==> config.mk <==
export PLATFORM = sky130hd
export DESIGN_NAME = invader_formation
export DESIGN_NICKNAME = d
export VERILOG_FILES = /design/src/rtl/invader_formation.sv
export SDC_FILE = /design/constraint.sdc
export NUM_CORES = 1
export LEC_CHECK = 0
export ABC_AREA = 1
export CAP_MARGIN = 20
export CORE_UTILIZATION = 35
export DETAILED_ROUTE_END_ITERATION = 10
export SKIP_CTS_REPAIR_TIMING = 1
export SYNTH_ARGS = -nofsm -noshare
export SYNTH_HDL_FRONTEND = slang
export SYNTH_SLANG_ARGS = --single-unit
==> constraint.sdc <==
create_clock -name dclk -period 5.9 [get_ports dclk]
set_input_delay 0.885 -clock dclk [delete_from_list [all_inputs] [get_ports dclk]]
set_output_delay 0.885 -clock dclk [all_outputs]
set_load 0.03 [all_outputs]
==> src/rtl/invader_formation.sv <==
// Row of NUM_INV invaders marching side to side with per-invader hit points,
// one-hit-per-projectile lock, saturating score, wave respawn and landing.
module invader_formation #(
   parameter int NUM_INV   = 5,
   parameter int SPACING   = 40,
   parameter int HP_W      = 2,
   parameter int HP_INIT   = 3,
   parameter int X_MIN     = 96,
   parameter int X_MAX     = 389,
   parameter int START_X   = 100,
   parameter int START_Y   = 10,
   parameter int DROP      = 5,
   parameter int Y_LIMIT   = 440,
   parameter int HALF_W    = 10,
   parameter int HEIGHT    = 20,
   parameter int PROJ_HALF = 5,
   parameter int SCORE_PTS = 50
) (
   input  logic                     dclk,
   input  logic                     clr,
   input  logic                     play,
   input  logic                     move_tick,
   input  logic                     proj_valid,
   input  logic [9:0]               proj_x,
   input  logic [9:0]               proj_y,
   output logic [9:0]               enemy_x,
   output logic [9:0]               enemy_y,
   output logic [NUM_INV-1:0]       alive,
   output logic [NUM_INV*HP_W-1:0]  hp,
   output logic                     proj_consume,
   output logic                     kill_pulse,
   output logic [13:0]              score,
   output logic [3:0]               wave,
   output logic                     landed
);

   typedef enum logic [1:0] {
      IDLE,
      MARCH,
      RESPAWN,
      LANDED
   } state_e;

   localparam logic [HP_W-1:0]         HP_SPAWN  = HP_W'(HP_INIT);
   localparam logic [NUM_INV*HP_W-1:0] HP_ALL    = {NUM_INV{HP_SPAWN}};
   localparam logic [14:0]             SCORE_MAX = 15'd16383;

   state_e                    state_q, state_d;
   logic [9:0]                x_q, x_d;
   logic [9:0]                y_q, y_d;
   logic                      dir_q, dir_d;
   logic [NUM_INV-1:0]        alive_q, alive_d;
   logic [NUM_INV*HP_W-1:0]   hp_q, hp_d;
   logic                      cons_q, cons_d;
   logic                      kill_q, kill_d;
   logic                      lock_q, lock_d;
   logic                      landed_q, landed_d;
   logic [13:0]               score_q, score_d;
   logic [3:0]                wave_q, wave_d;

   logic [10:0]               px, py, ex, ey;
   logic [10:0]               cx [NUM_INV];
   logic                      in_y;
   logic [NUM_INV-1:0]        overlap;
   logic [NUM_INV-1:0]        hit_oh;
   logic                      any_hit;

   logic [NUM_INV-1:0]        alive_h;
   logic [NUM_INV*HP_W-1:0]   hp_h;
   logic [HP_W-1:0]           hp_i;
   logic                      kill_h;
   logic [14:0]               score_sum;
   logic [13:0]               score_h;

   logic                      at_edge;
   logic [10:0]               y_drop;
   logic                      moving;
   logic                      land;

   assign px = {1'b0, proj_x};
   assign py = {1'b0, proj_y};
   assign ex = {1'b0, x_q};
   assign ey = {1'b0, y_q};

   // Left edge is compared as px+PROJ_HALF+HALF_W > cx to stay unsigned.
   always_comb begin
      in_y = (py > ey) && (py < ey + 11'(HEIGHT));
      for (int i = 0; i < NUM_INV; i++) begin
         cx[i] = ex + 11'(i * SPACING);
         overlap[i] = proj_valid && alive_q[i] && !lock_q && in_y
            && (px + 11'(PROJ_HALF + HALF_W) > cx[i])
            && (px < cx[i] + 11'(HALF_W + PROJ_HALF));
      end
   end

   assign hit_oh  = overlap & (~overlap + NUM_INV'(1));
   assign any_hit = |overlap;

   always_comb begin
      alive_h = alive_q;
      hp_h    = hp_q;
      kill_h  = 1'b0;
      hp_i    = '0;
      for (int i = 0; i < NUM_INV; i++) begin
         hp_i = hp_q[i*HP_W +: HP_W];
         if (hit_oh[i]) begin
            if (hp_i > HP_W'(1)) begin
               hp_h[i*HP_W +: HP_W] = hp_i - HP_W'(1);
            end else begin
               hp_h[i*HP_W +: HP_W] = '0;
               alive_h[i] = 1'b0;
               kill_h     = 1'b1;
            end
         end
      end
   end

   assign score_sum = {1'b0, score_q} + 15'(SCORE_PTS);
   assign score_h   = !kill_h ? score_q :
                      (score_sum > SCORE_MAX) ? SCORE_MAX[13:0] :
                      score_sum[13:0];

   assign at_edge = dir_q ? (x_q <= 10'(X_MIN)) : (x_q >= 10'(X_MAX));
   assign y_drop  = ey + 11'(DROP);
   assign moving  = (state_q == MARCH) && move_tick;
   assign land    = moving && at_edge && (y_drop >= 11'(Y_LIMIT));

   always_comb begin
      state_d  = state_q;
      x_d      = x_q;
      y_d      = y_q;
      dir_d    = dir_q;
      alive_d  = alive_q;
      hp_d     = hp_q;
      cons_d   = 1'b0;
      kill_d   = 1'b0;
      lock_d   = proj_valid ? lock_q : 1'b0;
      landed_d = landed_q;
      score_d  = score_q;
      wave_d   = wave_q;
      if (!play) begin
         state_d  = IDLE;
         x_d      = 10'(START_X);
         y_d      = 10'(START_Y);
         dir_d    = 1'b0;
         alive_d  = '1;
         hp_d     = HP_ALL;
         lock_d   = 1'b0;
         landed_d = 1'b0;
         score_d  = '0;
         wave_d   = '0;
      end else begin
         unique case (state_q)
            IDLE: state_d = MARCH;
            MARCH: begin
               if (moving) begin
                  if (at_edge) begin
                     dir_d = ~dir_q;
                     y_d   = y_drop[9:0];
                  end else if (dir_q) begin
                     x_d = x_q - 10'd1;
                  end else begin
                     x_d = x_q + 10'd1;
                  end
               end
               if (any_hit) begin
                  cons_d = 1'b1;
                  lock_d = 1'b1;
               end
               alive_d = alive_h;
               hp_d    = hp_h;
               kill_d  = kill_h;
               score_d = score_h;
               // Clearing the wave outranks a simultaneous landing drop.
               if (alive_h == '0) begin
                  state_d = RESPAWN;
               end else if (land) begin
                  state_d  = LANDED;
                  landed_d = 1'b1;
               end
            end
            RESPAWN: begin
               state_d = MARCH;
               x_d     = 10'(START_X);
               y_d     = 10'(START_Y);
               dir_d   = 1'b0;
               alive_d = '1;
               hp_d    = HP_ALL;
               wave_d  = wave_q + 4'd1;
            end
            LANDED: state_d = LANDED;
            default: state_d = IDLE;
         endcase
      end
   end

   always_ff @(posedge dclk or negedge clr) begin
      if (!clr) begin
         state_q  <= IDLE;
         x_q      <= 10'(START_X);
         y_q      <= 10'(START_Y);
         dir_q    <= 1'b0;
         alive_q  <= '1;
         hp_q     <= HP_ALL;
         cons_q   <= 1'b0;
         kill_q   <= 1'b0;
         lock_q   <= 1'b0;
         landed_q <= 1'b0;
         score_q  <= '0;
         wave_q   <= '0;
      end else begin
         state_q  <= state_d;
         x_q      <= x_d;
         y_q      <= y_d;
         dir_q    <= dir_d;
         alive_q  <= alive_d;
         hp_q     <= hp_d;
         cons_q   <= cons_d;
         kill_q   <= kill_d;
         lock_q   <= lock_d;
         landed_q <= landed_d;
         score_q  <= score_d;
         wave_q   <= wave_d;
      end
   end

   assign enemy_x      = x_q;
   assign enemy_y      = y_q;
   assign alive        = alive_q;
   assign hp           = hp_q;
   assign proj_consume = cons_q;
   assign kill_pulse   = kill_q;
   assign score        = score_q;
   assign wave         = wave_q;
   assign landed       = landed_q;

endmodule

==> results by group <==
Power
  • Power density cells: roughly 340 nW/µm²
  • Tot Pwr: about 2900 µW
  • VDD IR max: about 0.00013 V
  • Leak: about 0.0044 µW

GRT
  • Vias in the first global route: between 6000 and 7000
  • Largest net degree at the start of global routing: 61
  • Total GRT Usage: approximately 19%
  • Total congestion overflow: 0
  • First-pass GRT wire length: 33100 µm
  • Antenna violations before repair: 0

STA
  • # setup viols final: 0
  • Worst-Margin Slew: 773 ps
  • Clk_skew: between 7 and 8 ps
  • Fin worst setup slack: around 1700 ps
  • Fin Setup TNS: 0 ps
  • RSZ-0062 raised after global routing: no
  • Worst slew margin: a little under 50%
  • Max-slew violation count: 0
  • Hold Fails Final Rpt: 0
  • Max Fclk: approximately 0.24 GHz
  • Fin crit period: ~4200 ps
  • Final worst-path cycle share: ~71%

Hold path
  • Min-Delay Path Class: reg -> reg
  • Hold path endpoint: hp[7]
  • Worst hold path stage count: 2
  • Min-delay src: hp[7]

CTS
  • Num Clock Sinks: 60
  • Worst-path clk slew: approximately 60 ps
  • Maximum clock path buffer count: 2
  • CTS root buffer: clkbuf_16
  • Clk_lat worst skew: 330 ps
  • H-tree lvl count: 3
  • Cts bufs inserted: 9
  • TritonCTS clock tree: yes

Finish
  • Area grow syn2layout: 18.6%
  • Share of layout cells above drive strength 1: about 7.7%
  • Fin cells: between 1000 and 1500
  • Inserted Diodes: 0
  • Util after Layout: between 40% and 50%
  • Nets@finish: roughly 1300

Critical path
  • Critical path class: in -> reg
  • Critical path launch point type: primary input
  • R2R setup slack: 1880 ps
  • Required time worst endpoint: a little over 6000 ps
  • Critical path arrival: roughly 4400 ps
  • Reg2reg start: enemy_x[4]
  • R2r endpoint: score[8]
  • Worst-path maximum fanout: 13
  • Critical Path Sink Type: register
  • Reg2Reg Depth: 22
  • Crit path from: proj_x[0]

Placed design
  • Buffers on Ports: 80
  • Final RePlAce weighted congestion: between 0.8 and 0.9
  • Post-DP HPWL: roughly 16000 µm
  • Pre-CTS WS: roughly 1400 ps
  • Dpl cells: about 1400

Floorplan
  • Core area: between 20000 and 25000 µm²
  • I/O pin count: slightly above 80
  • Die X-Extent: ~150 µm
  • Die area: about 21000 µm²
  • Starting Density: between 30% and 40%
  • Die H: 146 µm
  • Rows: 52

Drt
  • DRT iter0 DRCs: slightly above 300
  • Via density: 4.92
  • First-pass iteration count of the detailed router: 6
  • Final ANT Viol Nets: 0
  • Drt total wl: about 20000 µm
  • Post-route DRC: 0
  • Total number of vias: roughly 7000
  • Routed len/inst: 14.3 µm

Logic synthesis
  • Top FF cell, synth: dfrtp_1
  • Async SR Flop Fraction: between 90% and 100%
  • Mapped cell area: roughly 7300 µm²
  • FF+latch count, synth: 60
  • Syn avg cell area: between 7 and 8 µm²
  • Register area share after synthesis: between 20% and 30%
  • Library cells used by synthesis: 51
  • Syn Inst Count: between 1000 and 1500
  • Synth warn: 0
  • Mapped Nets: about 1200
  • Number of flops mapped to enable cells by yosys: 0

Flow run
  • Max cap viols: 0

Run status
  • Run status: finished, final reports clean
stage by stage:
step | cell area, µm² | hold slack, ps
finish | 8660 | 479
global route | 8660 | 516
CTS | 8660 | 484
detailed placement | 8360 | 470
global placement | 8360 | 473
floorplan | 7300 | 509
how the worst max path moves through the flow:
stage                 to  cells after the start
6_report        score[8]                     27
2_1_floorplan   score[6]                     23
4_1_cts        score[12]                     28
3_3_place_gp    score[1]                     24
5_1_grt        score[12]                     28
3_5_place_dp   score[12]                     24
cell families (layout without fill, tap and decap cells):
| family | count (synthesis) | in the layout | synth area share (%) |
|---|---|---|---|
| buffers and inverters | 166 | 252 | 9.24 |
| AND/OR/NAND/NOR | 483 | 483 | 29.6 |
| adder cells (fa/ha/maj) | 124 | 124 | 21.4 |
| flip-flops | 60 | 60 | 20.9 |
| AO/OA/AOI/OAI | 142 | 142 | 11.0 |
| XOR/XNOR | 65 | 65 | 7.90 |
per-layer routing:
layer	wire length, µm	up-vias	track usage [%]
met3	666	23	2.03
met1	9550	3144	26.0
li1	-	3569	-
met4	300	0	5.16
met2	9500	134	33.0
met5	0	-	0
registers in the layout, indices dropped and copies added (netlist names):
register / flops
score: 14
enemy_x: 10
enemy_y: 10
hp: 10
alive: 5
wave: 4
state_q: 2
dir_q: 1
kill_pulse: 1
landed: 1
lock_q: 1
proj_consume: 1
synth_stat cells (3+ instances only):
master / instances / area, µm²
nand4_1: 13 / 81.3
a21o_1: 8 / 60.1
xnor2_1: 15 / 131
xor2_1: 49 / 429
o21ai_0: 37 / 185
o21bai_1: 3 / 22.5
nor4_1: 3 / 18.8
nand3b_1: 3 / 22.5
nor3_1: 16 / 80.1
nand3_1: 69 / 345
o31ai_1: 4 / 30.0
buf_6: 5 / 56.3
a21oi_1: 61 / 305
a31oi_1: 5 / 31.3
dfstp_2: 20 / 526
dfrtp_1: 40 / 1000
ha_1: 123 / 1540
nor2_4: 3 / 33.8
nor2_1: 84 / 315
clkbuf_1: 4 / 15.0
nand2_1: 258 / 968
inv_2: 8 / 30.0
o22ai_1: 8 / 50.1
inv_1: 142 / 533
nand3_2: 7 / 70.1
nor2_2: 5 / 31.3
nand2_2: 14 / 87.6
power breakdown:
group	internal, µW	switching (µW)
registers	458	109
clock network	329	203
logic	681	1130
total	1470	1440
layout by cell type, fill, tap and decap left out, types with 2 or more instances in the layout:
master,n
a211oi_1,2
a21boi_0,2
a21o_1,8
a21oi_1,61
a22oi_1,2
a31oi_1,5
buf_4,2
clkbuf_16,9
clkdlybuf4s50_1,79
clkinv_1,2
clkinv_2,3
clkinv_4,3
dfrtp_1,40
dfstp_2,20
ha_1,123
inv_1,142
inv_2,8
nand2_1,258
nand2_2,14
nand3_1,69
nand3_2,7
nand3_4,2
nand3b_1,3
nand4_1,13
nor2_1,84
nor2_2,5
nor2_4,3
nor3_1,16
nor4_1,3
o2111ai_1,2
o211ai_1,2
o21a_1,2
o21ai_0,37
o21ai_1,2
o21bai_1,3
o22ai_1,8
o31ai_1,4
xnor2_1,15
xor2_1,49
critical path, stage by stage:
cell and delay (ps):
clkdlybuf4s50_1 480, inv_1 70, ha_1 220, nand2_1 130, nand2_1 70, nor2_1 230
nand2_1 100, xor2_1 150, inv_1 160, ha_1 320, nand2_1 50, inv_1 50
nand2_1 60, nor2_1 90, nand2_1 50, nand3_1 90, nand2_1 60, inv_1 50
nand4_1 80, nor2_1 170, nand3_1 110, o21ai_1 120, nor2_2 60, nand3_2 80
nand2_2 190, nand3_1 140, o21ai_0 100
cell type report:
| class | count | area [µm²] |
|---|---|---|
| clock inverters | 7 | 75.1 |
| well taps | 270 | 338 |
| multi-input cells | 814 | 5100 |
| fillers | 2138 | 11700 |
| inverters | 154 | 582 |
| clock buffers | 9 | 225 |
| flip-flops and latches | 60 | 1530 |
| repair buffers | 82 | 811 |
Power figures use the tool's default switching activity.
